[src/rtl/serial_add_ctrl.sv]
// serial_add_ctrl: bit-serial add/subtract sequencer time-sharing one full_adder cell
module full_adder (
  input  logic a,
  input  logic b,
  input  logic cin,
  output logic sum,
  output logic cout
);
  assign sum  = a ^ b ^ cin;
  assign cout = (a & b) | (cin & (a ^ b));
endmodule

module serial_add_ctrl #(
  parameter int WIDTH = 8
) (
  input  logic             clk,
  input  logic             rst_n,
  input  logic             start,
  input  logic             sub,
  input  logic [WIDTH-1:0] a,
  input  logic [WIDTH-1:0] b,
  output logic             busy,
  output logic             done,
  output logic [WIDTH-1:0] sum,
  output logic             cout,
  output logic             overflow
);
  localparam int CW = $clog2(WIDTH);
  typedef enum logic [1:0] {IDLE, RUN, DONE} state_t;
  state_t state, state_nx;
  logic [WIDTH-1:0] sa, sb, sr, sr_nx;
  logic [CW-1:0] cnt;
  logic c, fa_sum, fa_cout, last;
  full_adder u_fa (
    .a   (sa[0]),
    .b   (sb[0]),
    .cin (c),
    .sum (fa_sum),
    .cout(fa_cout)
  );
  assign last  = (state == RUN) && (cnt == CW'(WIDTH - 1));
  assign sr_nx = WIDTH'({fa_sum, sr} >> 1);
  assign busy  = state == RUN;
  assign done  = state == DONE;
  // state register
  always_ff @(posedge clk or negedge rst_n) begin
    if (!rst_n) state <= IDLE;
    else        state <= state_nx;
  end
  // next-state: IDLE waits for start, RUN lasts WIDTH cycles, DONE is a single cycle
  always_comb begin
    state_nx = state;
    case (state)
      IDLE:    state_nx = start ? RUN : IDLE;
      RUN:     state_nx = last ? DONE : RUN;
      default: state_nx = IDLE;
    endcase
  end
  // operand capture, serial datapath and result registers
  always_ff @(posedge clk or negedge rst_n) begin
    if (!rst_n) begin
      sa       <= '0;
      sb       <= '0;
      sr       <= '0;
      c        <= 1'b0;
      cnt      <= '0;
      sum      <= '0;
      cout     <= 1'b0;
      overflow <= 1'b0;
    end else if (state == IDLE && start) begin
      sa  <= a;
      sb  <= sub ? ~b : b;
      c   <= sub;
      cnt <= '0;
    end else if (state == RUN) begin
      sr  <= sr_nx;
      sa  <= sa >> 1;
      sb  <= sb >> 1;
      c   <= fa_cout;
      cnt <= cnt + CW'(1);
      if (last) begin
        sum      <= sr_nx;
        cout     <= fa_cout;
        overflow <= c ^ fa_cout;
      end
    end
  end
endmodule

[config.mk]
export PLATFORM = sky130hd
export DESIGN_NAME = serial_add_ctrl
export DESIGN_NICKNAME = d
export VERILOG_FILES = /design/src/rtl/serial_add_ctrl.sv
export SDC_FILE = /design/constraint.sdc
export NUM_CORES = 1
export LEC_CHECK = 0
export CELL_PAD_IN_SITES_DETAIL_PLACEMENT = 2
export CELL_PAD_IN_SITES_GLOBAL_PLACEMENT = 2
export CORE_MARGIN = 4
export CORE_UTILIZATION = 34
export DETAILED_ROUTE_END_ITERATION = 16
export PLACE_DENSITY_LB_ADDON = 0.1
export RECOVER_POWER = 50
export SYNTH_ARGS = -nofsm -noshare
export SYNTH_HDL_FRONTEND = slang
export SYNTH_SLANG_ARGS = --single-unit
[constraint.sdc]
create_clock -name clk -period 1.92 [get_ports clk]
set_input_delay 0.384 -clock clk [delete_from_list [all_inputs] [get_ports clk]]
set_output_delay 0.384 -clock clk [all_outputs]
set_load 0.02 [all_outputs]
==> key figures, run 1 <==
Synth
  • EDFF count, synth: 0
  • Mapped Area: 0.001839 sq mm
  • Main flop type after synthesis: dfrtp_1
  • Synthesized area per cell: 11.94 sq um
  • Net Count, Synth: 177
  • Synthesis-stage register bit count: 39
  • Yosys cell types: 27
  • Synth top area cells: dfrtp_1 53%, mux2_1 9.8%, o221ai_2 4.9%
  • Post-Synthesis Cells: 154
  • Area leader, netlist: dfrtp_1
  • Synth top area share: 0.5306
  • Sequential area share after synthesis: 0.5306
  • Ys async rst share: 1.000
  • Ys Warns: 0

Floorplan
  • # IOs: 32
  • Die area: 0.006650 sq mm
  • Chip width: 81.55 um
  • Die height: 81.55 um
  • FP Rows: 26
  • Initial Util: 0.3556
  • Placeable Area: 0.005172 sq mm

CTS
  • H-tree levels: 2
  • Hold Buf Count CTS: 0
  • Root Buffer: clkbuf_8
  • Clk_lat worst skew: 0.29 ns
  • Post-CTS setup buffer count: 0
  • CTS resizes: 2
  • Clock sinks: 39
  • CTS max path bufs: 2
  • CTS Buf Count: 5
  • Clk pin slew, worst setup/hold paths: 0.07 ns
  • CTS tree: built

Pwr
  • Clock share of power: 0.206
  • Worst vdd rail ir drop: 391.5 uV
  • Leak: 0.9899 nW
  • PwrDens: 1482 mW/mm^2
  • Combinational fraction of design power: 0.391
  • Sw Share: 0.3461
  • Sequential Power Share: 0.403
  • Int Pwr: 2.258 mW
  • Total power: 3.454 mW
  • NetSw: 1.195 mW

Job
  • Max Cap Viol: 0

Timing
  • F_max: 596.8 MHz
  • Slew HR: 0.1847
  • Fin Setup TNS: 0 ns
  • Fin. max-slew vios: 0
  • Final Critical Period: 1.676 ns
  • Setup Viol. Count Final: 0
  • Clock skew: 0.002294 ns
  • Tcrit/Tclk final: 0.8727
  • RSZ-0062 raised after global routing: false
  • Pin slew with the least headroom to its limit: 1.223 ns
  • Final-report hold violation count: 0

Detailed routing
  • Initial DRT Pass Iterations: 4
  • Final antenna-violating net count: 0
  • Detailed-route DRC error count: 0
  • Vias after detailed routing: 1307
  • Vias/cell: 5.027
  • Wirelength per Cell: 17.64 um
  • Drt total wl: 4587 um
  • DR iter-0 viols: 29

Hold path
  • HP Class: primary input to async pin

Worst setup path
  • Critical path endpoint category: flop
  • Slowest-stage cell, CP: dfrtp_1
  • CP cell instances: clkbuf_2, nor2b_1, clkbuf_1, a21oi_1, o21ai_0
  • Critical path's largest stage delay: 0.42 ns
  • Reg2reg setup slack: 0.24 ns
  • Crit path required time: 2.13 ns
  • RR Endpoint: sa[4]
  • CP max FO: 13
  • WS Path Type: flop to flop
  • Worst Path Arrival: 1.88 ns
  • CP Launch Type: flop
  • Worst R2R Start: state[1]
  • Worst R2R Path Depth: 5

Global routing
  • GRT overflow: 0
  • First-pass GRT wire length: 7707 um
  • Pin count of the biggest net entering global routing: 22
  • Initial antenna violation count: 0
  • Total track usage: 0.1565
  • Vias in the first global route: 1474

Placement
  • Placed insts: 252
  • Port Buffer Count: 31
  • Global placer's final weighted congestion: 0.7575
  • Detailed Place HPWL: 3367 um
  • Dpl cell area: 0.002237 sq mm

Finish
  • Inserted Diodes: 0
  • Final nets: 212
  • Post-route cell area: 0.002330 sq mm
  • Most common cell after layout, fill and taps aside: dfrtp_1
  • Layout cells sized above 1: 0.1316
  • Most frequent cells in the layout: 39 x dfrtp_1, 28 x clkdlybuf4s50_1, 17 x nand2_1
  • Synthesis-to-layout area growth: 26.67%
  • Non-Filler Instances: 260
  • Fin util: 0.4504

Outcome
  • Run status: finished, final reports clean
## cells by family after synthesis
family                   synth area share
adder cells (fa/ha/maj)           0.02449
buffers and inverters             0.04489
flip-flops                         0.5306
multiplexers                       0.1095
AO/OA/AOI/OAI                      0.1592
XOR/XNOR                          0.04286
AND/OR/NAND/NOR                   0.08844
## critical path: cells and delay by family, from the launching register on
kind | cells | cell delay (ns)
buffers and inverters | 2 | 0.64
flip-flops | 1 | 0.42
AO/OA/AOI/OAI | 2 | 0.31
AND/OR/NAND/NOR | 1 | 0.23
## Yosys cell counts (2+ instances only)
| cell | count |
|---|---|
| o221ai_2 | 6 |
| nand2_1 | 17 |
| mux2_1 | 16 |
| buf_4 | 4 |
| inv_1 | 2 |
| a22o_1 | 2 |
| nor2_1 | 2 |
| a22oi_1 | 7 |
| o21ai_1 | 11 |
| nor2b_1 | 11 |
| xnor2_1 | 9 |
| ha_1 | 2 |
| dfrtp_1 | 39 |
| buf_2 | 5 |
| a21oi_1 | 9 |
## worst max path at each step
stage,cells after the start,end,from
global route,5,sa[7],state[1]
finish,5,sa[4],state[1]
global placement,4,sb[1],start
floorplan,5,cout,cnt[0]
detailed placement,4,sb[2],start
CTS,2,done,state[1]
## final cells by class
cell class / instances / area (sq um)
Clock buffer: 6 / 82.58
Clock inverter: 2 / 35.03
Fill cell: 548 / 2843
Inverter: 2 / 7.507
Multi-Input combinational cell: 101 / 780.7
Sequential cell: 39 / 975.9
Tap cell: 70 / 87.58
Timing Repair Buffer: 40 / 360.3
## metal layers
layer  vias to the layer above  track usage  routed length, um
met3                         8      0.03838                202
met2                        32       0.2752               2440
li1                        605            -                  -
met1                       662       0.1887               1880
met4                         0      0.04561                 65
met5                         -            0                  0
## power groups by stage
stage	clock network [mW]	logic (mW)	registers [mW]
5_1_grt	0.788	1.49	1.45
6_report	0.710	1.35	1.39
3_3_place_gp	0	1.31	1.38
4_1_cts	0.743	1.41	1.40
3_5_place_dp	0	1.41	1.42
2_1_floorplan	0	0.813	1.45
## state kept, by name, summed over array words and instances, names as in the netlist
name / flops
sum: 8
c: 1
state: 2
sr: 7
sb: 8
overflow: 1
cnt: 3
cout: 1
sa: 8
## through the flow
step / hold WS [ns] / setup slack [ns]
after floorplan: 0.08841 / 0.3958
after global placement: 0.3875 / 0.1407
after detailed placement: 0.4031 / 0.04223
after CTS: 0.07549 / 0.2175
after global routing: 0.4268 / 0.08174
final: 0.3241 / 0.2444
(Power assumes the default switching activity.)
==> run 2: changes to the inputs <==
CAP_MARGIN = 30   (was unset)
==> results of run 2 <==
Final layout, timing and power as in run 1 (identical DEF).
==> run 3: changes to the inputs <==
--- a/config.mk
+++ b/config.mk
@@ -13,2 +13,3 @@
 export DETAILED_ROUTE_END_ITERATION = 16
+export MAX_ROUTING_LAYER = met4
 export PLACE_DENSITY_LB_ADDON = 0.1
--- a/constraint.sdc
+++ b/constraint.sdc
@@ -3,2 +3,2 @@
 set_output_delay 0.384 -clock clk [all_outputs]
-set_load 0.02 [all_outputs]
+set_load 0.01 [all_outputs]
==> run 3 against run 2 <==
  * Cell area down 0.64%
  * Register-to-register slack better by 0.06 ns
  * Sequential share of layout area up 0.38 points
  * Total power down 7.4%
  * Die area unchanged
  * Fmax down 8.2%
  * First-iteration DRC count up 31%
  * Sequential power about the same
  * Clock power down 26%
  * Core utilization down 0.29 points
  * Via count up 0.46%
  * Highest routed layer unchanged
==> key figures, run 3 (synthesis results as in run 1) <==
Outcome
  • Run status: finished, final reports clean (unchanged)

Finish
  • Final nets: 213 (was 212)
  • Layout cells sized above 1: 0.1518 (was 0.1316)
  • Synthesis-to-layout area growth: 25.85% (was 26.67%)
  • Fillers: 531 (was 548)
  • Top Registers: sa: 8 flops, sb: 8 flops, sum: 8 flops (unchanged)
  • Non-Filler Instances: 261 (was 260)
  • Inserted Diodes: 0 (unchanged)
  • Most common cell after layout, fill and taps aside: dfrtp_1 (unchanged)
  • Most frequent cells in the layout: 37 x dfrtp_1, 29 x clkdlybuf4s50_1, 17 x nand2_1 (was 39 x dfrtp_1, 28 x clkdlybuf4s50_1, 17 x nand2_1)

Worst setup path
  • CP max FO: 7 (was 13)
  • CP Launch Type: flop (unchanged)
  • Critical path origin: state[0] (was state[1])
  • Worst R2R Path Depth: 5 (unchanged)
  • CP top delay family: buffers and inverters (unchanged)
  • Critical path endpoint category: output port (was flop)
  • RR Endpoint: sum[7] (was sa[4])
  • WS Path Type: flop to output port (was flop to flop)
  • Worst R2R Start: cnt[0] (was state[1])
  • Worst Path Arrival: 1.44 ns (was 1.88 ns)
  • Crit path required time: 1.54 ns (was 2.13 ns)
  • CP cell instances: nor2b_1, clkdlybuf4s50_1 (was clkbuf_2, nor2b_1, clkbuf_1, a21oi_1, o21ai_0)
  • Crit. path cell count: 2 (was 5)
  • Critical path's largest stage delay: 0.56 ns (was 0.42 ns)
  • Reg2reg setup slack: 0.30 ns (was 0.24 ns)
  • WP buf/inv: 1 (was 2)
  • Slowest-stage cell, CP: clkdlybuf4s50_1 (was dfrtp_1)

Floorplan
  • Placeable Area: 0.005172 sq mm (unchanged)
  • Chip width: 81.55 um (unchanged)
  • FP Rows: 26 (unchanged)
  • Initial Util: 0.3556 (unchanged)
  • # IOs: 32 (unchanged)
  • Die height: 81.55 um (unchanged)
  • Die area: 0.006650 sq mm (unchanged)

Global routing
  • Initial antenna violation count: 0 (unchanged)
  • First-pass GRT wire length: 7562 um (was 7707 um)
  • Pin count of the biggest net entering global routing: 22 (unchanged)
  • GR Util met3: 0.03289 (was 0.03838)
  • M2 GR Usage: 0.2720 (was 0.2752)
  • Gr busiest metal: met2 (unchanged)
  • GRT met1 Usage: 0.1852 (was 0.1887)
  • Total track usage: 0.1563 (was 0.1565)
  • GRT overflow: 0 (unchanged)
  • Vias in the first global route: 1501 (was 1474)

Detailed routing
  • Detailed-route DRC error count: 0 (unchanged)
  • Drt total wl: 4485 um (was 4587 um)
  • Vias/cell: 5.031 (was 5.027)
  • Vias after detailed routing: 1313 (was 1307)
  • Final antenna-violating net count: 0 (unchanged)
  • Initial DRT Pass Iterations: 4 (unchanged)
  • Wirelength per Cell: 17.18 um (was 17.64 um)
  • DR iter-0 viols: 38 (was 29)

Timing
  • Slew HR: 0.1904 (was 0.1847)
  • Pin slew with the least headroom to its limit: 1.214 ns (was 1.223 ns)
  • Fin Setup TNS: 0 ns (unchanged)
  • Setup Viol. Count Final: 0 (unchanged)
  • RSZ-0062 raised after global routing: false (unchanged)
  • Final Critical Period: 1.825 ns (was 1.676 ns)
  • Clock skew: 0.004866 ns (was 0.002294 ns)
  • Tcrit/Tclk final: 0.9504 (was 0.8727)
  • Final hold slack: 0.3259 ns (was 0.3241 ns)
  • F_max: 548.0 MHz (was 596.8 MHz)
  • Fin. max-slew vios: 0 (unchanged)
  • Final-report hold violation count: 0 (unchanged)

Placement
  • Detailed Place HPWL: 3254 um (was 3367 um)
  • Port Buffer Count: 31 (unchanged)
  • Placed insts: 252 (unchanged)
  • Global placer's final weighted congestion: 0.7715 (was 0.7575)

Job
  • Max Cap Viol: 0 (unchanged)

CTS
  • CTS max path bufs: 2 (unchanged)
  • Root Buffer: clkbuf_8 (unchanged)
  • Hold Buf Count CTS: 0 (unchanged)
  • CTS tree: built (unchanged)
  • H-tree levels: 2 (unchanged)
  • Clock sinks: 39 (unchanged)
  • Clk_lat worst skew: 0.29 ns (about the same)
  • Clk pin slew, worst setup/hold paths: 0.07 ns (about the same)
  • CTS Buf Count: 5 (unchanged)

Hold path
  • HP Class: primary input to async pin (unchanged)

Pwr
  • Worst vdd rail ir drop: 408.9 uV (was 391.5 uV)
  • PwrDens: 1381 mW/mm^2 (was 1482 mW/mm^2)
  • Leak: 0.9821 nW (was 0.9899 nW)
==> run 3: cell count changes in the layout (fill, tap and decap cells not counted), moves of 2 or more <==
cell,change
buf_4,+2
clkinv_2,+2
dfrtp_1,-2
dfrtp_2,+2
dlygate4sd2_1,-2
==> run 3: what timing repair did <==
action	4_1_cts	5_1_grt
buffers inserted	0	1
setup endpoints to repair	1	1
resized for setup	1	2
endpoints found under the hold margin	0	0
==> run 3: metal layers <==
metal / wire (um) / share of wire / vias up
met5: 0 / 0 / -
met4: 44 / 0.0098 / 0
met3: 148 / 0.033 / 5
met2: 2373 / 0.53 / 24
met1: 1919 / 0.43 / 679
li1: - / - / 605
==> run 3: worst max-delay path by stage <==
stage             to  slack (ns)
6_report        done         0.1
5_1_grt         done        0.05
4_1_cts         busy        0.03
3_5_place_dp   sb[2]        0.06
3_3_place_gp   sb[1]        0.14
2_1_floorplan   cout        0.40
==> run 3: area by class of cell <==
class	instances	area, sq um	area share
flip-flops and latches	39	978.4	0.4227
repair buffers	41	376.6	0.1627
clock buffers	5	68.82	0.02973
multi-input cells	101	780.7	0.3373
clock inverters	3	15.01	0.006486
well taps	70	87.58	0.03784
inverters	2	7.507	0.003243
==> run 3: stage by stage <==
step / power (mW) / setup slack [ns] / utilization / area, sq um
after floorplan: 2.191 / 0.3958 / - / 1839
after global placement: 2.618 / 0.1357 / 0.4325 / 2237
after detailed placement: 2.727 / 0.05613 / 0.4325 / 2237
after CTS: 3.278 / 0.03429 / 0.4490 / 2322
after global routing: 3.468 / 0.04796 / 0.4475 / 2315
final: 3.197 / 0.09518 / 0.4475 / 2315
==> run 3: report_power, final <==
group	switching, mW	internal, mW
clock network	0.280	0.248
registers	0.240	1.17
logic	0.578	0.683
